<file path="config.mk">
export PLATFORM = sky130hd
export DESIGN_NAME = imgmem_rect_writer
export DESIGN_NICKNAME = d
export VERILOG_FILES = /design/src/rtl/imgmem_rect_writer.sv
export SDC_FILE = /design/constraint.sdc
export NUM_CORES = 1
export LEC_CHECK = 0
export BUFFER_PORTS_ARGS = -buffer_cell sky130_fd_sc_hd__buf_2
export CORE_MARGIN = 2
export CORE_UTILIZATION = 39
export DETAILED_ROUTE_END_ITERATION = 6
export PLACE_DENSITY_LB_ADDON = 0.15
export SLEW_MARGIN = 20
export SYNTH_ARGS = -nofsm -noshare
export SYNTH_HDL_FRONTEND = slang
export SYNTH_SLANG_ARGS = --single-unit
</file>
<file path="constraint.sdc">
create_clock -name iCLK -period 4.45 [get_ports iCLK]
set_input_delay 0.6675 -clock iCLK [delete_from_list [all_inputs] [get_ports iCLK]]
set_output_delay 0.6675 -clock iCLK [all_outputs]
set_load 0.02 [all_outputs]
</file>
<file path="src/rtl/imgmem_rect_writer.sv">
// Rectangle-fill write master for the 640x480 8-bit palette-index image memory.
// Optional power-up clear of the whole frame: define IMGMEM_WRITER_CLEAR_EN.
module imgmem_rect_writer #(
  parameter int unsigned H_RES   = 640,
  parameter int unsigned V_RES   = 480,
  parameter logic [7:0]  CLR_IDX = 8'h00
) (
  input  logic        iCLK,
  input  logic        iRST_n,
  input  logic        iREQ_valid,
  output logic        oREQ_ready,
  input  logic [9:0]  iX,
  input  logic [8:0]  iY,
  input  logic [9:0]  iW,
  input  logic [8:0]  iH,
  input  logic [7:0]  iCOLOR,
  output logic        oWE,
  output logic [18:0] oADDR,
  output logic [7:0]  oDATA,
  output logic        oDONE
);

  localparam logic [9:0]  HRES_W = 10'(H_RES);
  localparam logic [8:0]  VRES_W = 9'(V_RES);
  localparam logic [18:0] ROW_STEP = 19'(H_RES);
  localparam logic [18:0] LAST_PIX = 19'(H_RES * V_RES - 1);

  typedef enum logic [2:0] {
    S_IDLE,
    S_SETUP,
    S_WRITE,
`ifdef IMGMEM_WRITER_CLEAR_EN
    S_CLEAR,
`endif
    S_DONE
  } state_t;

  state_t      state_q;
  logic [9:0]  x_q, w_q, ew_q, col_q;
  logic [8:0]  y_q, h_q, eh_q, row_q;
  logic [7:0]  c_q;
  logic [18:0] base_q, addr_q;
  logic        ready_q, we_q, done_q;
  logic [18:0] oaddr_q;
  logic [7:0]  odata_q;

  logic [9:0]  ew_d;
  logic [8:0]  eh_d;
  logic [18:0] base_d;
  logic        clearing;

`ifdef IMGMEM_WRITER_CLEAR_EN
  assign clearing = (state_q == S_CLEAR);
`else
  assign clearing = 1'b0;
`endif

  // Clip against the frame edge; origin outside the frame yields an empty rectangle.
  always_comb begin
    ew_d   = '0;
    eh_d   = '0;
    base_d = 19'({y_q, 9'b0}) + 19'({y_q, 7'b0}) + 19'(x_q);
    if (x_q < HRES_W && y_q < VRES_W) begin
      ew_d = (w_q < HRES_W - x_q) ? w_q : HRES_W - x_q;
      eh_d = (h_q < VRES_W - y_q) ? h_q : VRES_W - y_q;
    end
  end

  // Outputs are registered from the current state, so the memory port lags
  // the address counter by one cycle.
  always_ff @(posedge iCLK or negedge iRST_n) begin
    if (!iRST_n) begin
`ifdef IMGMEM_WRITER_CLEAR_EN
      state_q <= S_CLEAR;
      ready_q <= 1'b0;
`else
      state_q <= S_IDLE;
      ready_q <= 1'b1;
`endif
      x_q     <= '0;
      y_q     <= '0;
      w_q     <= '0;
      h_q     <= '0;
      c_q     <= '0;
      ew_q    <= '0;
      eh_q    <= '0;
      col_q   <= '0;
      row_q   <= '0;
      base_q  <= '0;
      addr_q  <= '0;
      we_q    <= 1'b0;
      done_q  <= 1'b0;
      oaddr_q <= '0;
      odata_q <= '0;
    end else begin
      we_q   <= (state_q == S_WRITE) || clearing;
      done_q <= (state_q == S_DONE);
      if ((state_q == S_WRITE) || clearing) begin
        oaddr_q <= addr_q;
        odata_q <= clearing ? CLR_IDX : c_q;
      end
      case (state_q)
        S_IDLE: begin
          if (iREQ_valid) begin
            x_q     <= iX;
            y_q     <= iY;
            w_q     <= iW;
            h_q     <= iH;
            c_q     <= iCOLOR;
            ready_q <= 1'b0;
            state_q <= S_SETUP;
          end
        end
        S_SETUP: begin
          ew_q    <= ew_d;
          eh_q    <= eh_d;
          base_q  <= base_d;
          addr_q  <= base_d;
          col_q   <= '0;
          row_q   <= '0;
          state_q <= (ew_d == '0 || eh_d == '0) ? S_DONE : S_WRITE;
        end
        S_WRITE: begin
          if (col_q == ew_q - 10'd1) begin
            col_q <= '0;
            if (row_q == eh_q - 9'd1) begin
              state_q <= S_DONE;
            end else begin
              row_q  <= row_q + 9'd1;
              base_q <= base_q + ROW_STEP;
              addr_q <= base_q + ROW_STEP;
            end
          end else begin
            col_q  <= col_q + 10'd1;
            addr_q <= addr_q + 19'd1;
          end
        end
`ifdef IMGMEM_WRITER_CLEAR_EN
        S_CLEAR: begin
          if (addr_q == LAST_PIX) state_q <= S_DONE;
          else                    addr_q  <= addr_q + 19'd1;
        end
`endif
        S_DONE: begin
          ready_q <= 1'b1;
          state_q <= S_IDLE;
        end
        default: state_q <= S_IDLE;
      endcase
    end
  end

  assign oREQ_ready = ready_q;
  assign oWE        = we_q;
  assign oADDR      = oaddr_q;
  assign oDATA      = odata_q;
  assign oDONE      = done_q;

endmodule

</file>
==> run metrics, run 1 <==
setup bufs post-CTS 0; Synth async-reset ratio 1.00; EDFF count, synth 0; Reg-to-Reg End state_q[0]$_DFFE_PN0P_; detailed-route DRC error count 0; vias per cell 5.41; Diodes inserted 0; Final Setup Violations 0; CTS root buffer clkbuf_16; first-pass GRT wire length roughly 37,000 µm; worst hold path type primary input to async pin; Avg WL per Cell ~17 µm; Hold Buf Count CTS 0; maximum VDD drop between 300 and 400 µV; Yosys warnings 0; post-synthesis sequential area ratio 0.417; global placement routability congestion 0.859; Place WS 0.691 ns; Buffers on Ports 78; DRT antenna net count 0; layout filler cell count 2,297; Clock Latency Late Sink 0.43 ns; final worst slack 0.658 ns; clk sink count 154; crit path DAT 4.09 ns; Setup TNS Final 0 ns; post-CTS sizing 0; Clock transition at path regs 0.07 ns; H-Tree Depth 4; CP Class register to register; drt first-iter violations 426; CP Launch Type register; DR vias 7,089; final net count 1,077; DP HPWL 16,300 µm; Cell Area, Synth a little over 0.009 mm²; die width 158 µm; Post-synth top flop dfrtp_1; max-slew headroom at the worst pin 0.290; FF-to-FF Start y_q[0]$_DFFE_PN0P_; Row Count 56; CP Capture Type register; Final Hold Fails 0; Worst Hold Slack 0.301 ns; pwr dens 896 mW/mm²; Worst EP required roughly 4.8 ns; most frequent cells in the layout dfrtp_1, mux2_2, buf_2; CP Max Fanout 11; r2r setup slk roughly 0.66 ns; Max Buffers Root-to-Sink 2; R2R depth 14; Leakage between 4 and 5 nW; Post-Syn Instances 917; status finished, final reports clean; CTS tree yes; initial core utilization 0.395; initial antenna violation count 0; largest net degree at the start of global routing 95; Core Region roughly 0.023 mm²; Period Utilization, post-route 0.852; unrepaired setup endpoints after global routing no; Slew Viols, Final 0; commonest non-fill, non-tap cell in the layout dfrtp_1; die extent in y 158 µm; Mapped Avg Cell Area 10.1 µm²; clock skew 0.0139 ns; register area a little under 0.004 mm²; die area 0.0250 mm²; Fmax 0.264 GHz; I/O Pins about 80; layout cells sized above 1 0.221; WL final 22,500 µm; Total GRT Usage 0.187; Seq cells post-synth 154; maxcap violations 0; vias in the first global route 6,950; fin crit period roughly 3.8 ns; Pre-Repair DR Iteration Count 5; Multi-input gate area 0.00499 mm²; Mapped Nets 1,015; Slew @ Worst Pin 1.06 ns; CTS Buf Count 17; P&R area growth vs syn 14.4%; library cells used by synthesis 67; gr ovfl total 0
## routing by layer
layer  global-route usage  share of wire  routed length, µm
met3               0.0391          0.034                770
met5                    0              0                  0
met1                0.243           0.46              10300
met4               0.0489          0.014                304
met2                0.317           0.50              11100
## metrics by stage
step	std cells	power, mW	instance area (µm²)	utilization
2_1_floorplan	917	6.58	9250	-
3_3_place_gp	1279	7.89	9950	0.425
3_5_place_dp	1279	7.96	9950	0.425
4_1_cts	1311	9.57	10600	0.452
5_1_grt	1311	10.3	10600	0.452
6_report	1311	9.48	10600	0.452
## sequential cells by signal, summed over array words and instances (netlist names)
signal / cells
y_q: 9
h_q: 9
oDATA: 8
oREQ_ready: 1
ew_q: 10
oWE: 1
eh_q: 9
oDONE: 1
addr_q: 19
col_q: 10
state_q: 2
row_q: 9
oADDR: 19
x_q: 10
c_q: 8
w_q: 10
base_q: 19
## synthesized netlist by cell type (10+ instances only)
master | count | area share
dfrtp_1 | 153 | 0.41
nand3_1 | 38 | 0.021
a21o_1 | 11 | 0.0089
a21oi_1 | 32 | 0.017
nand4_1 | 14 | 0.0095
o21ai_0 | 31 | 0.017
nand2_1 | 49 | 0.020
a211oi_1 | 10 | 0.0081
inv_1 | 58 | 0.024
and3_1 | 10 | 0.0068
o22ai_1 | 17 | 0.011
ha_1 | 47 | 0.064
mux2_2 | 78 | 0.095
xnor2_1 | 34 | 0.032
xor2_1 | 31 | 0.029
nor2_1 | 54 | 0.022
nor2b_1 | 10 | 0.0068
nor3_1 | 19 | 0.010
mux2i_1 | 31 | 0.034
clkbuf_1 | 31 | 0.013
o211ai_1 | 12 | 0.0097
## how the worst max path moves through the flow
stage	startpoint	end	slack [ns]
CTS	y_q[0]$_DFFE_PN0P_	state_q[0]$_DFFE_PN0P_	0.67
global placement	y_q[0]$_DFFE_PN0P_	state_q[0]$_DFFE_PN0P_	0.84
detailed placement	y_q[0]$_DFFE_PN0P_	state_q[0]$_DFFE_PN0P_	0.69
finish	y_q[0]$_DFFE_PN0P_	state_q[0]$_DFFE_PN0P_	0.66
global route	y_q[0]$_DFFE_PN0P_	state_q[0]$_DFFE_PN0P_	0.34
floorplan	y_q[0]$_DFFE_PN0P_	state_q[0]$_DFFE_PN0P_	0.95
## cells by family (layout without fill, tap and decap cells)
group,after synthesis,count (layout),synth area share
xor+xnor,65,65,0.0616
compound gates,189,189,0.143
fa+ha+maj,49,49,0.0679
buf+inv,104,179,0.0445
simple gates,247,247,0.138
mux,109,109,0.129
flops,154,154,0.417
## area by class of cell
class	instances	area share
clock buffers	17	0.0402
clock inverters	15	0.0188
multi-input cells	659	0.472
inverters	59	0.0209
repair buffers	88	0.0458
well taps	319	0.0377
flip-flops and latches	154	0.364
## power breakdown
part           internal (mW)  switching [mW]
Clock                  0.907           0.660
Sequential              2.02           0.734
Combinational           2.31            2.85
## worst max-delay path, stage by stage, from the launching register on
cell and delay [ns]:
dfrtp_1 0.47, inv_1 0.11, ha_1 0.19, or3b_2 0.49, o21ai_0 0.20, xor2_1 0.26, inv_1 0.08, ha_1 0.31
nand4_1 0.10, o221ai_1 0.18, o22a_1 0.53, o21ai_0 0.18, o21a_1 0.21, a311oi_1 0.24, mux2i_1 0.11
(Power assumes the default switching activity.)
==> inputs of run 2 (changes only) <==
--- a/config.mk
+++ b/config.mk
@@ -6,6 +6,7 @@
 export NUM_CORES = 1
 export LEC_CHECK = 0
 export BUFFER_PORTS_ARGS = -buffer_cell sky130_fd_sc_hd__buf_2
+export CORE_ASPECT_RATIO = 1.2
 export CORE_MARGIN = 2
 export CORE_UTILIZATION = 39
 export DETAILED_ROUTE_END_ITERATION = 6
==> run 2 against run 1 <==
First-iteration DRC count down 21%. Fmax rose by 0.35%. Critical path depth stayed put. Combinational power up 1%. Wire length rose by 1.5%. Core utilization is 0.60 points higher. Register-to-register slack about the same. Clock power is 3% higher. Sequential cell count unchanged.
==> run metrics, run 2 (synthesis gave the netlist of run 1 again) <==
crit path DAT 4.08 ns (was 4.09 ns); pwr dens 901 mW/mm² (was 896 mW/mm²); clock skew 0.0195 ns (was 0.0139 ns); worst-path cell chain inv_1 -> ha_1 -> or3b_2 -> o21ai_0 -> xor2_1 -> inv_1 -> ha_1 -> nand4_1 -> o221ai_1 -> o22a_1 -> o21ai_0 -> o21a_1 -> a311oi_1 -> mux2i_1 (unchanged); clk sink count 154 (unchanged); status finished, final reports clean (unchanged); Reg-to-Reg End state_q[0]$_DFFE_PN0P_ (unchanged); detailed-route DRC error count 0 (unchanged); commonest non-fill, non-tap cell in the layout dfrtp_1 (unchanged); CTS Buf Count 17 (unchanged); Clock Latency Late Sink 0.43 ns (about the same); maxcap violations 0 (unchanged); P&R area growth vs syn 14.9% (was 14.4%); Diodes inserted 0 (unchanged); Slew Viols, Final 0 (unchanged); Max Buffers Root-to-Sink 2 (unchanged); most frequent cells in the layout dfrtp_1, mux2_2, buf_2 (unchanged); Leakage 4.75 nW (was 4.74 nW); dpl cell area 0.00997 mm² (was 0.00995 mm²); R2R depth 14 (unchanged); die extent in y 173 µm (was 158 µm); layout cells sized above 1 0.222 (was 0.221); gr ovfl total 0 (unchanged); H-Tree Depth 4 (unchanged); Setup TNS Final 0 ns (unchanged); Crit path depth 14 (unchanged); Buffers on Ports 78 (unchanged); CTS tree yes (unchanged); unrepaired setup endpoints after global routing no (unchanged); CP Capture Type register (unchanged); met2 wire length 11,800 µm (was 11,100 µm); initial core utilization 0.399 (was 0.395); r2r setup slk 0.67 ns (was 0.66 ns); post-CTS sizing 0 (unchanged); Pre-Repair DR Iteration Count 4 (was 5); WL final 22,800 µm (was 22,500 µm); DR WL met3 514 µm (was 770 µm); Final Hold Fails 0 (unchanged); DP HPWL 16,500 µm (was 16,300 µm); FF-to-FF Start y_q[0]$_DFFE_PN0P_ (unchanged); Non-Filler Instances 1,310 (was 1,311); CTS root buffer clkbuf_16 (unchanged); CP Launch Type register (unchanged); setup bufs post-CTS 0 (unchanged); crit path buf inv count 2 (unchanged); design area 0.0106 mm² (about the same); max-slew headroom at the worst pin 0.373 (was 0.290); vias in the first global route 7,073 (was 6,950); fin crit period 3.78 ns (was 3.79 ns); Hold Buf Count CTS 0 (unchanged); Avg WL per Cell 17.4 µm (was 17.1 µm); CP Class register to register (unchanged); final net count 1,080 (was 1,077); Clock transition at path regs 0.07 ns (about the same); drt first-iter violations 337 (was 426); crit path to state_q[0]$_DFFE_PN0P_ (unchanged); Slew @ Worst Pin 0.940 ns (was 1.06 ns); global placement routability congestion 0.842 (was 0.859); Fmax 0.265 GHz (was 0.264 GHz); top layer used by detailed routing met4 (unchanged); CP Max Fanout 11 (unchanged); largest net degree at the start of global routing 96 (was 95); DRT antenna net count 0 (unchanged); Final Setup Violations 0 (unchanged); Total GRT Usage 0.190 (was 0.187); first-pass GRT wire length 37,600 µm (was 36,700 µm); DR vias 7,115 (was 7,089); Row Count 61 (was 56); critical path's largest stage delay 0.51 ns (was 0.53 ns); Worst EP required 4.75 ns (about the same); I/O Pins 79 (unchanged); initial antenna violation count 0 (unchanged); Core Region 0.0232 mm² (was 0.0234 mm²); worst hold path type primary input to async pin (unchanged); die area 0.0250 mm² (about the same); delay-heaviest family, CP compound AO/OA/AOI/OAI gates (unchanged); maximum VDD drop 401 µV (was 344 µV); vias per cell 5.43 (was 5.41); met1 wire length 10,200 µm (was 10,300 µm); CP max stage cell o22a_1 (unchanged); die width 145 µm (was 158 µm); dpl cells 1,278 (was 1,279); Period Utilization, post-route 0.849 (was 0.852); critical path launch point y_q[0]$_DFFE_PN0P_ (unchanged)
==> run 2: layout make-up <==
class	instances	area, µm²
Inverter	59	221
Clock buffer	19	443
Sequential cell	154	3850
Clock inverter	13	203
Fill cell	2289	12600
Tap cell	315	394
Multi-Input combinational cell	659	5000
Timing Repair Buffer	91	507
==> run 2: worst min-delay path by stage <==
stage,startpoint,cells after the start,endpoint
after global placement,c_q[4]$_DFFE_PN0P_,1,oDATA[4]$_DFFE_PN0P_
after CTS,iRST_n,1,c_q[6]$_DFFE_PN0P_
after detailed placement,c_q[4]$_DFFE_PN0P_,1,c_q[4]$_DFFE_PN0P_
final,iRST_n,1,c_q[6]$_DFFE_PN0P_
after global routing,iRST_n,1,c_q[6]$_DFFE_PN0P_
after floorplan,iRST_n,0,addr_q[0]$_DFFE_PN0P_
==> run 2: per-stage QoR <==
step / utilization / power [mW] / hold WS, ns / worst slack, ns
final: 0.458 / 9.58 / 0.294 / 0.671
after global routing: 0.458 / 10.4 / 0.397 / 0.358
after CTS: 0.458 / 9.69 / 0.360 / 0.684
after detailed placement: 0.430 / 8.03 / 0.487 / 0.734
after global placement: 0.430 / 7.99 / 0.485 / 0.805
after floorplan: - / 6.58 / 0.372 / 0.951
==> run 2: metal layers <==
layer,GRT usage,up-vias
met4,0.0534,0
met3,0.0288,17
li1,-,3465
met2,0.329,113
met5,0,-
met1,0.246,3520
==> run 2: power breakdown <==
part / total (mW) / switching (mW) / internal (mW)
clock: 1.62 / 0.648 / 0.972
sequential: 2.76 / 0.737 / 2.02
combinational: 5.20 / 2.86 / 2.34
total: 9.58 / 4.24 / 5.34
==> inputs of run 3 (changes only) <==
--- a/config.mk
+++ b/config.mk
@@ -5,6 +5,7 @@
 export SDC_FILE = /design/constraint.sdc
 export NUM_CORES = 1
 export LEC_CHECK = 0
+export ABC_AREA = 1
 export BUFFER_PORTS_ARGS = -buffer_cell sky130_fd_sc_hd__buf_2
 export CORE_ASPECT_RATIO = 1.2
 export CORE_MARGIN = 2
==> constraint.sdc (replaced) <==
create_clock -name iCLK -period 3 [get_ports iCLK]
set_input_delay 0.45 -clock iCLK [delete_from_list [all_inputs] [get_ports iCLK]]
set_output_delay 0.45 -clock iCLK [all_outputs]
set_load 0.02 [all_outputs]
==> run 3 against run 2 <==
Fmax grew 36%. Die area is 1.4% higher. Highest routed layer unchanged. Synthesized cell count up 37%. Non-clock buffer count rose by 15. Sequential power is 32% higher. Critical path type unchanged. Worst hold slack lost 0.29 ns.
==> run metrics, run 3 <==
status finished, final reports clean (unchanged); most frequent cell after synthesis nand2_1 (was dfrtp_1); maxcap violations 0 (unchanged); worst-path cell chain inv_2 -> ha_1 -> inv_1 -> nor2_2 -> nand2_2 -> nand2_1 -> xor2_1 -> ha_1 -> a21o_1 -> nor2_4 -> buf_4 -> nand4_1 -> nand3_1 -> nand2_1 -> nor2_1 -> nand3_1 -> nand2_1 -> nand2_1 -> nand2_1 -> nand2_1 -> nand2_1 (was inv_1 -> ha_1 -> or3b_2 -> o21ai_0 -> xor2_1 -> inv_1 -> ha_1 -> nand4_1 -> o221ai_1 -> o22a_1 -> o21ai_0 -> o21a_1 -> a311oi_1 -> mux2i_1); Post-synth top flop dfrtp_1 (unchanged); DR vias 7,952 (was 7,115); Diodes inserted 0 (unchanged); max-slew headroom at the worst pin 0.450 (was 0.373); die width 146 µm (was 145 µm); Synth async-reset ratio 1.00 (unchanged); Slew @ Worst Pin 0.824 ns (was 0.940 ns); Yosys top cell area share 0.408 (was 0.414); Avg WL per Cell 13.4 µm (was 17.4 µm); Leakage 5.70 nW (was 4.75 nW); detailed-route DRC error count 0 (unchanged); vias in the first global route 7,843 (was 7,073); CP Max Fanout 6 (was 11); global placement routability congestion 0.927 (was 0.842); DR WL met3 755 µm (was 514 µm); CTS Buf Count 17 (unchanged); initial core utilization 0.394 (was 0.399); Cell Area, Synth 0.00938 mm² (was 0.00925 mm²); DRT antenna net count 0 (unchanged); I/O Pins 79 (unchanged); library cells used by synthesis 39 (was 67); P&R area growth vs syn 16.4% (was 14.9%); Synth area leader dfrtp_1 (unchanged); Buffers on Ports 78 (unchanged); R2R depth 21 (was 14); clock skew 0.0133 ns (was 0.0195 ns); Core Region 0.0238 mm² (was 0.0232 mm²); WL final 22,500 µm (was 22,800 µm); Clock Latency Late Sink 0.44 ns (was 0.43 ns); Mapped Avg Cell Area 7.45 µm² (was 10.1 µm²); CP max stage cell dfrtp_1 (was o22a_1); layout cells sized above 1 0.144 (was 0.222); Mapped Nets 1,357 (was 1,015); maximum VDD drop 523 µV (was 401 µV); Row Count 62 (was 61); critical path's largest stage delay 0.41 ns (was 0.51 ns); total power draw 13.5 mW (was 9.58 mW); Final Hold Fails 0 (unchanged); CP Launch Type register (unchanged); Fmax 0.361 GHz (was 0.265 GHz); H-Tree Depth 4 (unchanged); CP Capture Type register (unchanged); top layer used by detailed routing met4 (unchanged); Yosys warnings 0 (unchanged); leading post-synthesis cells by instance count nand2_1, dfrtp_1, inv_1, o21ai_0, nand3_1 (was dfrtp_1, mux2_2, inv_1, nor2_1, nand2_1); CTS root buffer clkbuf_16 (unchanged); DP HPWL 16,800 µm (was 16,500 µm); first-pass GRT wire length 38,400 µm (was 37,600 µm); most frequent cells in the layout nand2_1, dfrtp_1, inv_1 (was dfrtp_1, mux2_2, buf_2); gr ovfl total 0 (unchanged); met2 wire length 10,400 µm (was 11,800 µm); CP Class register to register (unchanged); clk sink count 154 (unchanged); fin crit period 2.77 ns (was 3.78 ns); die extent in y 174 µm (was 173 µm); post-synthesis sequential area ratio 0.411 (was 0.417); final net count 1,443 (was 1,080); main area contributors after synthesis dfrtp_1, nand2_1, ha_1, xor2_1, o21ai_0 (was dfrtp_1, mux2_2, ha_1, mux2i_1, xnor2_1); crit path buf inv count 3 (was 2); Hold Buf Count CTS 0 (unchanged); Pre-Repair DR Iteration Count 4 (unchanged); die area 0.0253 mm² (was 0.0250 mm²); Final Setup Violations 0 (unchanged); initial antenna violation count 0 (unchanged); dpl cell area 0.0102 mm² (was 0.00997 mm²); EDFF count, synth 0 (unchanged); delay-heaviest family, CP simple AND/OR/NAND/NOR gates (was compound AO/OA/AOI/OAI gates); Worst EP required 3.37 ns (was 4.75 ns); Period Utilization, post-route 0.924 (was 0.849); met1 wire length 10,900 µm (was 10,200 µm); Post-Syn Instances 1,259 (was 917); worst hold path type primary input to async pin (unchanged); Seq cells post-synth 154 (unchanged); largest net degree at the start of global routing 70 (was 96); dpl cells 1,643 (was 1,278); Total GRT Usage 0.185 (was 0.190); pwr dens 1240 mW/mm² (was 901 mW/mm²); drt first-iter violations 345 (was 337); Max Buffers Root-to-Sink 2 (unchanged); Non-Filler Instances 1,678 (was 1,310); CTS tree yes (unchanged); crit path DAT 3.14 ns (was 4.08 ns); Slew Viols, Final 0 (unchanged); most frequent CP cell nand2_1; Crit path depth 21 (was 14); layout filler cell count 2,489 (was 2,289); commonest non-fill, non-tap cell in the layout nand2_1 (was dfrtp_1); Clock transition at path regs 0.07 ns (about the same); design area 0.0109 mm² (was 0.0106 mm²); vias per cell 4.74 (was 5.43)
==> run 3: final cells by class <==
type / instances / area (µm²) / area share
multi-input cells: 948 / 5010 / 0.459
repair buffers: 106 / 632 / 0.0578
flip-flops and latches: 154 / 3850 / 0.353
inverters: 118 / 443 / 0.0405
well taps: 320 / 400 / 0.0367
clock inverters: 15 / 156 / 0.0143
clock buffers: 17 / 425 / 0.0389
==> run 3: routing by layer <==
| layer | global-route usage | vias up |
|---|---|---|
| met5 | 0 | - |
| met4 | 0.0629 | 0 |
| met3 | 0.0262 | 32 |
| met2 | 0.305 | 145 |
| met1 | 0.251 | 3587 |
| li1 | - | 4188 |
==> run 3: report_power, final <==
group	internal (mW)	switching [mW]	total [mW]
sequential	2.94	0.714	3.65
combinational	2.81	4.94	7.75
clock	1.17	0.961	2.13
==> run 3: through the flow <==
step / TNS [ns] / util / hold WS (ns) / worst slack, ns
after CTS: 0 / 0.453 / 0.0458 / 0.0689
after detailed placement: 0 / 0.429 / 0.453 / 0.0261
after floorplan: 0 / - / 0.154 / 0.204
final: 0 / 0.459 / 0.00598 / 0.229
after global placement: 0 / 0.429 / 0.448 / 0.0965
after global routing: -0.00754 / 0.459 / 0.0759 / -0.00754
==> run 3: final timing paths <==
kind                                             from                      to  slack [ns]
max in group asynchronous                      iRST_n  oREQ_ready$_DFFE_PN1P_        2.14
worst max-delay path               y_q[1]$_DFFE_PN0P_  state_q[0]$_DFFE_PN0P_        0.23
worst max register to register     y_q[1]$_DFFE_PN0P_  state_q[0]$_DFFE_PN0P_        0.23
min in group iCLK                           iCOLOR[3]      c_q[3]$_DFFE_PN0P_        0.20
worst min-delay path                           iRST_n      y_q[6]$_DFFE_PN0P_       0.006
worst min register to register  oADDR[10]$_DFFE_PN0P_   oADDR[10]$_DFFE_PN0P_        0.46
==> run 3: cells by family (layout without fill, tap and decap cells) <==
| logic type | after synthesis | count (layout) | share of synthesized area |
|---|---|---|---|
| xor gates and xnor gates | 76 | 76 | 0.0710 |
| adders and majority gates | 49 | 49 | 0.0670 |
| and+or+nand+nor | 683 | 683 | 0.307 |
| AOI/OAI and AO/OA | 140 | 140 | 0.0776 |
| DFF | 154 | 154 | 0.411 |
| buffers and inverters | 157 | 256 | 0.0670 |
==> run 3: timing repair <==
| action | CTS | global route |
|---|---|---|
| setup buffers | 0 | 3 |
| gates resized for setup | 1 | 31 |
| setup endpoints to repair | 1 | 1 |
| pin swaps | 0 | 6 |
